File: config.mk
export PLATFORM = sky130hd
export DESIGN_NAME = cgol_gen_engine
export DESIGN_NICKNAME = d
export VERILOG_FILES = /design/src/rtl/cgol_gen_engine.sv
export SDC_FILE = /design/constraint.sdc
export NUM_CORES = 1
export LEC_CHECK = 0
export BUFFER_PORTS_ARGS = -buffer_cell sky130_fd_sc_hd__buf_2
export CAP_MARGIN = 20
export CORE_MARGIN = 4
export CORE_UTILIZATION = 64
export CTS_CLUSTER_DIAMETER = 120
export DETAILED_ROUTE_END_ITERATION = 7
export PLACE_DENSITY = 0.88
export SETUP_SLACK_MARGIN = 0.05
export SLEW_MARGIN = 10
export SYNTH_ARGS = -nofsm -noshare
export SYNTH_HDL_FRONTEND = slang
export SYNTH_SLANG_ARGS = --single-unit
File: constraint.sdc
create_clock -name ph1 -period 9 [get_ports ph1]
set_clock_uncertainty 0.05 [all_clocks]
set_input_delay 1.8 -clock ph1 [delete_from_list [all_inputs] [get_ports ph1]]
set_output_delay 1.8 -clock ph1 [all_outputs]
set_load 0.005 [all_outputs]
File: src/rtl/cgol_gen_engine.sv
// Game of Life generation engine: double-buffered board, one row per clock,
// start/busy/done handshake with generation counter and still-life flag.
module cgol_gen_engine #(
  parameter int unsigned WIDTH  = 8,
  parameter int unsigned HEIGHT = 8,
  parameter int unsigned GEN_W  = 8,
  parameter int unsigned AW     = ($clog2(HEIGHT) > 1) ? $clog2(HEIGHT) : 1
) (
  input  logic             ph1,
  input  logic             reset_n,
  input  logic             load_en,
  input  logic [AW-1:0]    load_addr,
  input  logic [WIDTH-1:0] load_row,
  input  logic             start,
  input  logic             wrap,
  input  logic [AW-1:0]    rd_addr,
  output logic [WIDTH-1:0] rd_row,
  output logic             busy,
  output logic             done,
  output logic             stable,
  output logic [GEN_W-1:0] gen_count
);

  localparam logic [AW-1:0] LastRow = AW'(HEIGHT - 1);

  typedef enum logic {StIdle, StStep} state_e;

  state_e             r_state, w_state_d;
  logic [WIDTH-1:0]   r_bank [2][HEIGHT];
  logic               r_act;
  logic [AW-1:0]      r_row;
  logic               r_wrap;
  logic               r_same;
  logic               r_done;
  logic               r_stable;
  logic [GEN_W-1:0]   r_gen;
  logic [WIDTH-1:0]   r_rd;

  logic               w_accept;
  logic               w_commit;
  logic [WIDTH-1:0]   w_up, w_cur, w_dn, w_next;
  logic [WIDTH+1:0]   w_up_x, w_cur_x, w_dn_x;
  logic [3:0]         w_sum [WIDTH];
  logic               w_row_eq;

  always_comb begin
    w_state_d = r_state;
    w_accept  = 1'b0;
    w_commit  = 1'b0;
    unique case (r_state)
      StIdle: begin
        // A simultaneous load wins over start.
        if (start && !load_en) begin
          w_accept  = 1'b1;
          w_state_d = StStep;
        end
      end
      StStep: begin
        if (r_row == LastRow) begin
          w_commit  = 1'b1;
          w_state_d = StIdle;
        end
      end
      default: w_state_d = StIdle;
    endcase
  end

  always_comb begin
    w_cur = r_bank[r_act][r_row];
    if (r_row == '0) begin
      w_up = r_wrap ? r_bank[r_act][LastRow] : '0;
    end else begin
      w_up = r_bank[r_act][r_row - 1'b1];
    end
    if (r_row == LastRow) begin
      w_dn = r_wrap ? r_bank[r_act][0] : '0;
    end else begin
      w_dn = r_bank[r_act][r_row + 1'b1];
    end
  end

  // Rows padded with one column each side: bit 0 is left of column 0.
  assign w_up_x  = {r_wrap & w_up[0],  w_up,  r_wrap & w_up[WIDTH-1]};
  assign w_cur_x = {r_wrap & w_cur[0], w_cur, r_wrap & w_cur[WIDTH-1]};
  assign w_dn_x  = {r_wrap & w_dn[0],  w_dn,  r_wrap & w_dn[WIDTH-1]};

  always_comb begin
    w_sum  = '{default: '0};
    w_next = '0;
    for (int c = 0; c < WIDTH; c++) begin
      w_sum[c] = 4'(w_up_x[c]) + 4'(w_up_x[c+1]) + 4'(w_up_x[c+2])
               + 4'(w_cur_x[c]) + 4'(w_cur_x[c+2])
               + 4'(w_dn_x[c]) + 4'(w_dn_x[c+1]) + 4'(w_dn_x[c+2]);
      w_next[c] = (w_sum[c] == 4'd3) | (w_cur[c] & (w_sum[c] == 4'd2));
    end
  end

  assign w_row_eq = (w_next == w_cur);

  always_ff @(posedge ph1 or negedge reset_n) begin
    if (!reset_n) begin
      r_state <= StIdle;
    end else begin
      r_state <= w_state_d;
    end
  end

  always_ff @(posedge ph1 or negedge reset_n) begin
    if (!reset_n) begin
      for (int b = 0; b < 2; b++) begin
        for (int h = 0; h < HEIGHT; h++) begin
          r_bank[b][h] <= '0;
        end
      end
      r_act    <= 1'b0;
      r_row    <= '0;
      r_wrap   <= 1'b0;
      r_same   <= 1'b0;
      r_done   <= 1'b0;
      r_stable <= 1'b0;
      r_gen    <= '0;
      r_rd     <= '0;
    end else begin
      r_done <= w_commit;
      if (32'(rd_addr) < HEIGHT) begin
        r_rd <= r_bank[r_act][rd_addr];
      end else begin
        r_rd <= '0;
      end
      if (r_state == StIdle) begin
        if (load_en && (32'(load_addr) < HEIGHT)) begin
          r_bank[r_act][load_addr] <= load_row;
          r_stable                 <= 1'b0;
        end
        if (w_accept) begin
          r_wrap <= wrap;
          r_row  <= '0;
          r_same <= 1'b1;
        end
      end else begin
        r_bank[~r_act][r_row] <= w_next;
        r_same                <= r_same & w_row_eq;
        r_row                 <= r_row + 1'b1;
        if (w_commit) begin
          r_act    <= ~r_act;
          r_gen    <= r_gen + 1'b1;
          r_stable <= r_same & w_row_eq;
          r_row    <= '0;
        end
      end
    end
  end

  assign rd_row    = r_rd;
  assign busy      = (r_state == StStep);
  assign done      = r_done;
  assign stable    = r_stable;
  assign gen_count = r_gen;

endmodule

# Yosys cells after proc, flatten, opt, wreduce, memory -nomap -nowiden
# Cells that the tools add are included.
# W data, S select, Z words.
# op_classes
add_sub_neg,59
reduce_logical,12
order_cmp,11
bitwise_logic,32
mux,45
n_eq_ne,19
# ops
operator,n
$mux W64,5
$bwmux W128,2
$mux W128,2
$add A4 B1 Y4,32
$demux W64 S1,2
$mux W8,14
$bmux W8 S3,4
$eq A4 B2 Y1 const B,16
$demux W8 S3,2
$add A3 B1 Y4,8
$add A2 B1 Y3,8
$ge A4 B4 Y1 const B,5
$not A3 Y4,5
$add A1 B1 Y2,8
$and A1 B1 Y1,15
$mux W1,10
$mux W3,3
$add A8 B1 Y8 const B,1
$eq A8 B8 Y1,1
$lt A4 B1 Y1 const B,2
$or A1 B1 Y1,8
$reduce_and A2 Y1,3
$logic_and A1 B1 Y1,5
$ge A2 B2 Y1 const B,2
other kinds (11),15
# totals
regBits,153
wordCells,203
inputBits,19

# Logic depth before layout (Yosys ltp)
# Gate-level depths: netlist of run 1.
# logic_depth
word_depth,23
depth_mapped,22
mapped_depth_nobuf,19

# Least setup slack after synthesis of run 1
# No wires, ideal clock.
# synth_timing
path_kind,register -> register
start,register r_row[0]
end,register r_bank[107] (netlist name)
period_less_slack_ns,6.271
stages_incl_launch_ff,21
t_required_ns,8.824
arrival_time_ns,6.095
setup_time_ns,0.126
path_slack_ns,2.729
cell_sequence,dfrtp_1 buf_2 inv_2 buf_1 ha_1 xor2_1 mux4_2 nand2_1 o21ai_0 fa_1 inv_1 fa_1 inv_1 fa_1 ha_1 fa_1 and3_1 o21ai_0 nor2_1 buf_2 a221o_1
# synth_between
elab_chain_len,18
# synth_lines
element,line_no,source
from (decl),31,logic [AW-1:0] r_row;
from (signal assigned),143,r_row <= r_row + 1'b1;
$sub A3 B1 Y3,73,w_up = r_bank[r_act][r_row - 1'b1];
$not A3 Y4 (implied by the code),73,
$bmux W8 S3,73,
$mux W8 (implied by the code) (2 in series),73,
$mux W8,70,if (r_row == '0) begin
$add A1 B1 Y2,91,w_sum[c] = 4'(w_up_x[c]) + 4'(w_up_x[c+1]) + 4'(w_up_x[c+2])
$add A2 B1 Y3,91,
$add A3 B1 Y4,92,+ 4'(w_cur_x[c]) + 4'(w_cur_x[c+2])
$add A4 B1 Y4,92,
$add A4 B1 Y4 (3 in series),93,+ 4'(w_dn_x[c]) + 4'(w_dn_x[c+1]) + 4'(w_dn_x[c+2]);
$eq A4 B2 Y1,94,w_next[c] = (w_sum[c] == 4'd3) | (w_cur[c] & (w_sum[c] == 4'd2));
$and A1 B1 Y1,94,
$or A1 B1 Y1,94,
$bwmux W128 (*),141,r_bank[~r_act][r_row] <= w_next;
$mux W128 (*),130,if (r_state == StIdle) begin
"to (signal, indexed assignment)",132,r_bank[r_act][load_addr] <= load_row;
"to (signal, indexed assignment)",141,
to (decl),29,logic [WIDTH-1:0] r_bank [2][HEIGHT];
# Every way passes the cells marked *; elsewhere a longest branch is shown, timed or not. The select of a mux whose other input is x is not followed.
# A chain may end at the register's enable or synchronous reset.

# Worst setup path after layout of run 1
# layout_timing
start,register r_act
end,register r_bank[120] (netlist name)
# layout_between
elab_chain_len,21
# layout_lines
element,line_no,source
from (decl),30,logic r_act;
from (signal assigned),145,r_act <= ~r_act;
$not A1 Y2 (implied by the code),-,
$mux W64 (implied by the code) (3 in series),-,
$bmux W8 S3,73,
$mux W8 (implied by the code) (2 in series),73,
$mux W8,70,
$and A1 B1 Y1,83,"assign w_up_x = {r_wrap & w_up[0], w_up, r_wrap & w_up[WIDTH-1]};"
$add A1 B1 Y2,91,
$add A2 B1 Y3,91,
$add A3 B1 Y4,92,
$add A4 B1 Y4,92,
$add A4 B1 Y4 (3 in series),93,
$eq A4 B2 Y1,94,
$and A1 B1 Y1,94,
$or A1 B1 Y1,94,
$bwmux W128,141,
$mux W128 (*),130,
# Marks and branches as above.

==> out/qor.tcl, run 1 <==
set qor(route.final.wire_length_mm) 34.68
set qor(synth_ff_type) {dfrtp_1}
set qor(unrepaired_setup_endpoints_after_global_routing) {false}
set qor(dp_worst_setup_slack_ns) 2.232
set qor(htree_num_levels) 4
set qor(first_global_vias) 9566
set qor(mappedNetlistNets) 1101
set qor(avgSynthCellArea_um2) 10.72
set qor(count_of_antenna_diodes_in_the_layout) 0
set qor(chipWidth_um) 138.8
set qor(tightestPinTransition_ns) 1.171
set qor(whs_ns) 0.4202
set qor(cap_violations) 0
set qor(achievable-frequency_mhz) 147.0
set qor(cp.required_ns) 9.33
set qor(drt_pre_antenna_iters) 6
set qor(number_of_enable_type_register_cells_in_the_synthesized_netlist) 0
set qor(setup_viol) 0
set qor(cts_tree) {done}
set qor(post_route_cells_drive_above_1_share) 0.1647
set qor(worst-endpoint-arrival_ns) 7.13
set qor(num_vias) 9660
set qor(detail_route.wl_per_cell_um) 27.57
set qor(area_fraction_in_compound_gates_after_synthesis) 0.1839
set qor(pin_count) 38
set qor(globalplace.congestion) 1.050
set qor(post-route-min-period_ns) 6.803
set qor(design_area_um2) 11830
set qor(synthSimpleGateAreaFrac) 0.1255
set qor(yosys.area_share.adder) 0.09168
set qor(clk_latency_ns) 0.45
set qor(synthesis.instances) 1021
set qor(cts_inserted_buffers) 17
set qor(grt_max_degree) 97
set qor(final.period_utilization) 0.7559
set qor(cts_repair_resize_count) 0
set qor(cts.repair_timing.setup_buffer_count) 0
set qor(detail-route-antenna-nets) 0
set qor(clock_sink_count) 153
set qor(slew_viol_final) 0
set qor(critical_path.startpoint_type) {register}
set qor(grt_pass1_wl_mm) 54.79
set qor(dieArea_um2) 19260
set qor(placed_cell_areas_um2) 11170
set qor(hold_path.class) {register to register}
set qor(grt_antenna_before_repair) 0
set qor(fillers) 1134
set qor(path_type_of_the_worst_setup_path) {register to register}
set qor(final_net_count) 1105
set qor(postSynth.asyncResetShare) 1.000
set qor(synth-xor-area-share) 0.008002
set qor(cts_hold_repair.buffers) 0
set qor(finalSetupTns_ns) 0
set qor(area_growth_syn_to_layout_pct) 8.047
set qor(status) {finished, final reports clean}
set qor(via_per_inst) 7.679
set qor(globalRouteOverflowTotal) 0
set qor(root_buffer) {clkbuf_16}
set qor(synth_top_family_by_area) {multiplexers}
set qor(synth.ff_latch_count) 153
set qor(crit_path_end_kind) {register}
set qor(yosys_warnings) 0
set qor(dp.final_hpwl_mm) 24.82
set qor(cts.path.max_buffers) 2
set qor(synth_area_um2) 10950
set qor(initial_core_util) 0.6577
set qor(remaining_drc_errors) 0
set qor(drt_first_iter_violations) 1808
set qor(multiplexer_share_of_the_synthesized_area) 0.1927
set qor(dieHeight_um) 138.8
set qor(post_cts_clock_slew_at_the_launch_and_capture_registers_of_the_worst_setup_and_hold_paths_ns) 0.07
set qor(synth-seq-area-share) 0.3498
set qor(slew-limit-headroom) 0.2155
set qor(critical_path_peak_fanout) 60
set qor(std_cell_rows) 47
set qor(io_buffer_count) 37
set qor(hold_violations) 0
set qor(synth.distinct_cells) 60
set qor(core_area_um2) 16640
set qor(postLayoutSetupSlackWorst_ns) 2.197
set qor(grtUsageTotal) 0.3645
## synth_stat cells, drive strengths merged, types with 2 or more instances
master  instances  share of area
nor2          183          0.063
dfrtp         153           0.35
a221o         128           0.12
mux2i          78          0.071
mux4           54           0.11
nand2          44          0.015
buf            43          0.025
inv            42          0.014
o22ai          34          0.019
fa             32          0.059
a21oi          31          0.014
ha             29          0.033
clkbuf         24         0.0082
o21ai          19         0.0087
nand2b         15         0.0086
and3           12         0.0069
mux2           10          0.010
nand3          10         0.0050
nor2b           9         0.0051
xnor2           7         0.0056
o21a            6         0.0048
a21o            5         0.0034
nand4           5         0.0029
nor4            5         0.0067
a211oi          4         0.0027
a31oi           4         0.0023
nor3            4         0.0018
nand3b          3         0.0027
o211ai          3         0.0021
or3b            3         0.0024
or4             3         0.0027
xor2            3         0.0024
and2            2         0.0011
## kinds of logic (layout without fill, tap and decap cells)
| family | Yosys count | after routing |
|---|---|---|
| flip-flops | 153 | 153 |
| AND/OR/NAND/NOR | 300 | 300 |
| adder cells (fa/ha/maj) | 61 | 61 |
| multiplexers | 142 | 142 |
| buffers and inverters | 111 | 128 |
| AO/OA/AOI/OAI | 244 | 244 |
| XOR/XNOR | 10 | 10 |
## critical path, stage by stage (launching register included)
cell	delay, ns
dfrtp_4	1.06
buf_4	0.45
mux4_2	0.60
mux4_2	0.49
a22oi_2	0.28
inv_2	0.12
fa_1	0.56
inv_1	0.06
fa_1	0.50
fa_1	0.52
inv_1	0.05
ha_1	0.20
fa_1	0.38
nor2_1	0.12
o21a_1	0.16
a21boi_2	0.73
a221o_1	0.31
## per-stage QoR
step / cells / util
after floorplan: 1021 / -
after global placement: 1226 / 0.6711
after detailed placement: 1226 / 0.6711
after CTS: 1258 / 0.7105
after global routing: 1258 / 0.7106
final: 1258 / 0.7106
## state kept, by name, indices dropped and copies added (netlist names)
| name | count |
|---|---|
| busy | 1 |
| done | 1 |
| gen_count | 8 |
| r_act | 1 |
| r_bank | 128 |
| r_row | 3 |
| r_same | 1 |
| r_wrap | 1 |
| rd_row | 8 |
| stable | 1 |
## path summary, 6_finish.rpt
kind / from / to / slack [ns] / cells after the start
max: r_act / r_bank[120] / 2.20 / 16
min: gen_count[7] / gen_count[7] / 0.42 / 1
max reg2reg: r_act / r_bank[120] / 2.20 / 16
min reg2reg: gen_count[7] / gen_count[7] / 0.42 / 1
max in group asynchronous: reset_n / r_bank[20] / 6.21 / 2
min in group asynchronous: reset_n / gen_count[5] / 1.41 / 1
## cells in the final DEF (no fill, tap or decap), types with 4 or more instances in the layout
master     count
o21a_1         5
nor2b_1        9
clkbuf_16     17
nand2b_1      15
nand2_1       44
a211oi_1       4
mux4_2        54
o21ai_0       15
and3_1        12
nor3_1         4
nand3_1        9
a221o_1      128
buf_2         36
inv_6          4
dfrtp_1      152
mux2i_1       78
bufinv_16      4
nor2_1       180
a21o_1         5
fa_1          32
a31oi_1        4
buf_4         16
xnor2_1        7
nand4_1        5
inv_1         38
a21oi_1       31
o22ai_1       34
mux2_2        10
ha_1          29
inv_2          4
o21ai_1        4
## per-layer routing
layer	vias up	part of all wire	GRT usage	wire length [um]
met3	204	0.15	0.1472	5287
met4	0	0.049	0.1555	1691
met1	4651	0.35	0.4754	11980
met2	899	0.45	0.5444	15720
li1	3906	-	-	-
met5	-	0	0	0
## area by class of cell
type                    instances  area, um^2  area share
multi-input cells             757        6590      0.5572
flip-flops and latches        153        3832      0.3241
inverters                      43       161.4     0.01365
clock buffers                  19       452.9     0.03830
clock inverters                13       202.7     0.01714
well taps                     220       275.3     0.02328
repair buffers                 53       311.5     0.02634
Power of run 1 is left out: the tool's default activity adds up to more than one toggle a clock period on the data nets, which glitch-free logic cannot reach.
==> run 2, diff against run 1 <==
--- a/config.mk
+++ b/config.mk
@@ -5,6 +5,7 @@
 export SDC_FILE = /design/constraint.sdc
 export NUM_CORES = 1
 export LEC_CHECK = 0
+export ABC_AREA = 1
 export BUFFER_PORTS_ARGS = -buffer_cell sky130_fd_sc_hd__buf_2
 export CAP_MARGIN = 20
 export CORE_MARGIN = 4
==> constraint.sdc (replaced) <==
create_clock -name ph1 -period 6.92 [get_ports ph1]
set_clock_uncertainty 0.05 [all_clocks]
set_input_delay 1.384 -clock ph1 [delete_from_list [all_inputs] [get_ports ph1]]
set_output_delay 1.384 -clock ph1 [all_outputs]
set_load 0.005 [all_outputs]
==> run 2 against run 1 <==
Against the previous run: core utilization is 1.8 points lower; final area up 4.9%; sequential share of layout area down 1.5 points; hold slack improved by 0.0032 ns; global-route usage is 5.5 points higher; fmax rose by 11%; sequential cell count is the same; non-clock buffer count shrank 7; first-iteration DRC count decreased by 10%; critical path depth increased by 4; critical path type unchanged.
==> out/qor.tcl, run 2 <==
set qor(slowest_stage_delay_on_critical_path_ns) 0.60
set qor(fillers) 1498
set qor(htree_num_levels) 4
set qor(cts.repair_timing.setup_buffer_count) 0
set qor(avgSynthCellArea_um2) 7.012
set qor(reg_to_reg_start) {r_act}
set qor(unrepaired_setup_endpoints_after_global_routing) {false}
set qor(globalplace.congestion) 1.042
set qor(cts_inserted_buffers) 17
set qor(dp.final_hpwl_mm) 29.55
set qor(most_numerous_cell_in_the_yosys_netlist) {nand2_1}
set qor(core_area_um2) 17900
set qor(final_common_cell) {nand2_1}
set qor(top_register) {r_bank}
set qor(cts.path.max_buffers) 2
set qor(synthesis.instances) 1658
set qor(achievable-frequency_mhz) 163.4
set qor(post_synth_top_cells) {520 x nand2_1, 153 x dfrtp_1, 147 x inv_1}
set qor(critical_path_peak_fanout) 62
set qor(met3_length_mm) 5.469
set qor(synth_area_leader_cell) {dfrtp_1}
set qor(crit_path_end_kind) {register}
set qor(endpoint) {r_bank[114]}
set qor(timing.rr.end) {r_bank[114]}
set qor(r2r.worst_path.cells) 20
set qor(io_buffer_count) 37
set qor(synth-seq-area-share) 0.3293
set qor(yosys_warnings) 0
set qor(cap_violations) 0
set qor(hold_violations) 0
set qor(final_cell_count_no_fill) 1897
set qor(count_of_antenna_diodes_in_the_layout) 0
set qor(initial_core_util) 0.6494
set qor(dieArea_um2) 20390
set qor(final.period_utilization) 0.8842
set qor(cp.required_ns) 7.20
set qor(start_point_of_the_critical_path) {r_act}
set qor(synth_largest_type_area_fraction) 0.3293
set qor(timing.critical_path.cells) {inv_4 -> nand2_1 -> nand2_1 -> nand2_1 -> o21ai_0 -> nand2_1 -> nand3_1 -> nand3_1 -> o21ai_0 -> fa_1 -> inv_1 -> fa_1 -> inv_1 -> fa_1 -> ha_1 -> fa_1 -> nand2_1 -> a21oi_1 -> nand2_1 -> o21ai_0}
set qor(drt_first_iter_violations) 1624
set qor(number_of_enable_type_register_cells_in_the_synthesized_netlist) 0
set qor(critical_path.most_common_cell) {nand2_1}
set qor(post-route-min-period_ns) 6.119
set qor(post_cts_clock_slew_at_the_launch_and_capture_registers_of_the_worst_setup_and_hold_paths_ns) 0.07
set qor(largest_register_ffs) 128
set qor(detail_route.wl_per_cell_um) 22.44
set qor(path_type_of_the_worst_setup_path) {register to register}
set qor(globalRouteOverflowTotal) 0
set qor(dp_worst_setup_slack_ns) 1.000
set qor(reg2reg_slack_ns) 0.80
set qor(mappedNetlistNets) 1738
set qor(status) {finished, final reports clean}
set qor(first_global_vias) 11420
set qor(clock_sink_count) 153
set qor(place.detailed.instances) 1864
set qor(synth_ff_type) {dfrtp_1}
set qor(setup_viol) 0
set qor(synth.ff_latch_count) 153
set qor(cts_tree) {done}
set qor(worst-endpoint-arrival_ns) 6.40
set qor(synth_area_um2) 11630
set qor(finalSetupTns_ns) 0
set qor(tightestPinTransition_ns) 1.066
set qor(detail-route-antenna-nets) 0
set qor(root_buffer) {clkbuf_16}
set qor(critical_path.startpoint_type) {register}
set qor(cts_repair_resize_count) 0
set qor(cts_hold_repair.buffers) 0
set qor(route.final.wire_length_mm) 42.56
set qor(slew-limit-headroom) 0.2821
set qor(postSynth.asyncResetShare) 1.000
set qor(layout.cells.most_common_list) {520 x nand2_1, 152 x dfrtp_1, 147 x inv_1}
set qor(final_net_count) 1735
set qor(via_per_inst) 6.492
set qor(num_vias) 12320
set qor(area_growth_syn_to_layout_pct) 6.672
set qor(std_cell_rows) 49
set qor(critPathSlowestCell) {nand2_1}
set qor(hold_path.class) {register to register}
set qor(postLayoutSetupSlackWorst_ns) 0.8013
set qor(met2_length_mm) 18.14
set qor(grt_max_degree) 95
set qor(highest_layer) {met4}
set qor(drt_pre_antenna_iters) 6
set qor(slew_viol_final) 0
set qor(grt_pass1_wl_mm) 65.23
set qor(post_synth_main_area_contributors) {dfrtp_1 33%, nand2_1 17%, fa_1 5.5%}
set qor(chipWidth_um) 142.8
set qor(remaining_drc_errors) 0
set qor(post_route_cells_drive_above_1_share) 0.09293
set qor(m1WireLength_mm) 15.90
set qor(synth.distinct_cells) 45
set qor(clk_latency_ns) 0.44
set qor(grt_antenna_before_repair) 0
set qor(pin_count) 38
set qor(grtUsageTotal) 0.4199
set qor(dieHeight_um) 142.8
## run 2: cell count changes in the layout (fill, tap and decap cells not counted), moves of 61 or more
| cell | previous run | this run |
|---|---|---|
| o21ai_0 | 15 | 118 |
| nand3_1 | 9 | 91 |
| inv_1 | 38 | 147 |
| nand2_1 | 44 | 520 |
| a221o_1 | 128 | 0 |
| mux2i_1 | 78 | 3 |
| a21oi_1 | 31 | 92 |
## run 2: kinds of logic after synthesis
logic type / count (synthesis) / synth area share
and+or+nand+nor: 807 / 0.2839
AOI/OAI and AO/OA: 381 / 0.1975
buffers and inverters: 242 / 0.09212
DFF: 153 / 0.3293
adders and majority gates: 61 / 0.08631
xor gates and xnor gates: 11 / 0.008286
muxes: 3 / 0.002583
## run 2: critical path: cells and delay by family (launching register included)
family	cells	cell delay, ns
AOI/OAI and AO/OA	4	1.12
adders and majority gates	5	2.14
buffers and inverters	3	0.71
DFF	1	0.45
and+or+nand+nor	8	1.50
## run 2: per-layer routing
| layer | vias up | GRT usage |
|---|---|---|
| met4 | 0 | 0.2551 |
| met1 | 5688 | 0.5630 |
| met5 | - | 0 |
| met2 | 937 | 0.6152 |
| met3 | 222 | 0.1038 |
| li1 | 5469 | - |
## run 2: worst min path at each step
stage	cells past startpoint	to	start
global route	1	gen_count[7]	gen_count[7]
CTS	1	gen_count[7]	gen_count[7]
finish	1	gen_count[7]	gen_count[7]
detailed placement	1	gen_count[7]	gen_count[7]
global placement	1	gen_count[7]	gen_count[7]
floorplan	2	r_bank[120]	r_bank[120]
## run 2: through the flow
step                      instance area, um^2  utilization  hold WS (ns)
final                                   12400       0.6928        0.4234
after floorplan                         11630            -        0.4094
after CTS                               12390       0.6923        0.4269
after global placement                  11770       0.6575        0.4003
after detailed placement                11770       0.6575        0.4137
after global routing                    12400       0.6928        0.4406
## run 2: area by class of cell
type | count | area [um^2] | area share
flip-flops and latches | 153 | 3830 | 0.3088
repair buffers | 46 | 271.5 | 0.02189
clock buffers | 18 | 439.2 | 0.03541
well taps | 229 | 286.5 | 0.02310
multi-input cells | 1263 | 6729 | 0.5426
clock inverters | 14 | 185.2 | 0.01493
inverters | 174 | 660.6 | 0.05327
Power of run 2 is left out for the same reason.
==> run 3, diff against run 2 <==
==> constraint.sdc (replaced) <==
create_clock -name ph1 -period 6.92 [get_ports ph1]
set_clock_uncertainty 0.05 [all_clocks]
set_input_delay 0.346 -clock ph1 [delete_from_list [all_inputs] [get_ports ph1]]
set_output_delay 0.346 -clock ph1 [all_outputs]
set_load 0.005 [all_outputs]
==> run 3 against run 2 <==
Against the previous run: hold slack got worse by 0.37 ns; count of clock-buffer cells in the layout did not move; global-route usage did not move; register-to-register slack improved by 0.03 ns; worst setup slack improved by 0.025 ns; non-clock buffer count rose by 1; final area barely moved; fmax rose by 0.41%; sequential cell count did not move; sequential share of layout area barely moved; first-iteration DRC count rose by 14%; via count barely moved.
==> out/qor.tcl, run 3 (synthesis results as in run 2) <==
set qor(status) {finished, final reports clean}
set qor(cts.path.max_buffers) 2
set qor(achievable-frequency_mhz) 164.1
set qor(grtUsageTotal) 0.4199
set qor(unrepaired_setup_endpoints_after_global_routing) {false}
set qor(final.period_utilization) 0.8806
set qor(worst-endpoint-arrival_ns) 6.37
set qor(top_register) {r_bank}
set qor(htree_num_levels) 4
set qor(dieArea_um2) 20390
set qor(globalRouteOverflowTotal) 0
set qor(cts.repair_timing.setup_buffer_count) 0
set qor(io_buffer_count) 37
set qor(cap_violations) 0
set qor(post-route-min-period_ns) 6.094
set qor(remaining_drc_errors) 0
set qor(post_route_cells_drive_above_1_share) 0.09287
set qor(pin_count) 38
set qor(final_net_count) 1736
set qor(route.final.wire_length_mm) 42.52
set qor(detail-route-antenna-nets) 0
set qor(slew_viol_final) 0
set qor(critical_path.startpoint_type) {register}
set qor(globalplace.congestion) 1.042
set qor(std_cell_rows) 49
set qor(largest_register_ffs) 128
set qor(drt_first_iter_violations) 1845
set qor(tightestPinTransition_ns) 1.073
set qor(combined_flip_flop_and_latch_cell_area_um2) 3830
set qor(setup_viol) 0
set qor(dp.final_hpwl_mm) 29.55
set qor(dieHeight_um) 142.8
set qor(drt_pre_antenna_iters) 7
set qor(layout.cells.most_common_list) {520 x nand2_1, 152 x dfrtp_1, 147 x inv_1}
set qor(fillers) 1497
set qor(slew-limit-headroom) 0.2768
set qor(critical_path_peak_fanout) 62
set qor(first_global_vias) 11420
set qor(final_common_cell) {nand2_1}
set qor(count_of_antenna_diodes_in_the_layout) 0
set qor(grt_antenna_before_repair) 0
set qor(root_buffer) {clkbuf_16}
set qor(met1_resource_use_gr) 0.5630
set qor(core_area_um2) 17900
set qor(chipWidth_um) 142.8
set qor(finalSetupTns_ns) 0
set qor(cp.required_ns) 7.20
set qor(crit_path_end_kind) {register}
set qor(cts_tree) {done}
set qor(path_type_of_the_worst_setup_path) {register to register}
set qor(clock_sink_count) 153
set qor(initial_core_util) 0.6494
set qor(grt_max_degree) 95
set qor(top_usage_layer) {met2}
set qor(area_growth_syn_to_layout_pct) 6.758
set qor(met2_usage) 0.6152
set qor(hold_violations) 0
set qor(num_vias) 12330
set qor(detail_route.wl_per_cell_um) 22.40
set qor(multi_input_comb_area_um2) 6729
set qor(post_cts_clock_slew_at_the_launch_and_capture_registers_of_the_worst_setup_and_hold_paths_ns) 0.07
set qor(hold_path.class) {primary input to register}
set qor(via_per_inst) 6.494
set qor(grt_pass1_wl_mm) 65.23
set qor(cts_inserted_buffers) 17
set qor(clk_latency_ns) 0.44
set qor(grtUsageMet3) 0.1038
-- run 3: path summary, 6_finish.rpt --
path | slack, ns | cells past startpoint | endpoint | from
max | 0.83 | 20 | r_bank[90] | r_act
min | 0.06 | 3 | r_wrap | wrap
max reg2reg | 0.83 | 20 | r_bank[90] | r_act
min reg2reg | 0.42 | 1 | gen_count[7] | gen_count[7]
max in group asynchronous | 4.90 | 3 | r_act | reset_n
min in group asynchronous | 0.51 | 2 | rd_row[3] | reset_n
-- run 3: routing by layer --
metal	part of all wire	wire length [um]
met1	0.37	15930
met2	0.42	18010
met3	0.13	5436
met4	0.074	3131
met5	0	0
-- run 3: repair_timing --
action | CTS | global route
hold buffers | 1 | 0
endpoints found under the hold margin | 7 | 0
gates resized for setup | 0 | 0
-- run 3: final cells by class --
class / instances / area share
Tap cell: 229 / 0.02308
Multi-Input combinational cell: 1263 / 0.5421
Clock inverter: 14 / 0.01492
Clock buffer: 18 / 0.03538
Timing Repair Buffer: 47 / 0.02268
Inverter: 174 / 0.05323
Sequential cell: 153 / 0.3086
-- run 3: per-stage QoR --
step	instances	instance area, um^2	setup slack [ns]	hold WS [ns]	utilization
2_1_floorplan	1658	11630	1.715	0.0004089	-
3_3_place_gp	1864	11770	1.136	0.4003	0.6575
3_5_place_dp	1864	11770	1.000	0.4137	0.6575
4_1_cts	1897	12400	0.9778	0.06372	0.6929
5_1_grt	1898	12410	0.5861	0.06395	0.6933
6_report	1898	12410	0.8263	0.05664	0.6933
-- run 3: critical path, cell delays in order, from the launching register on --
cell     delay [ns]
dfrtp_2        0.45
inv_4          0.55
nand2_1        0.17
nand2_1        0.35
nand2_1        0.08
o21ai_0        0.13
nand2_1        0.08
nand3_1        0.10
nand3_1        0.06
o21ai_0        0.34
fa_1           0.53
inv_1          0.08
fa_1           0.41
inv_1          0.08
fa_1           0.41
ha_1           0.23
fa_1           0.54
nand2_1        0.06
a21oi_1        0.25
nand2_1        0.60
o21ai_0        0.38
Power of run 3 is left out for the same reason.
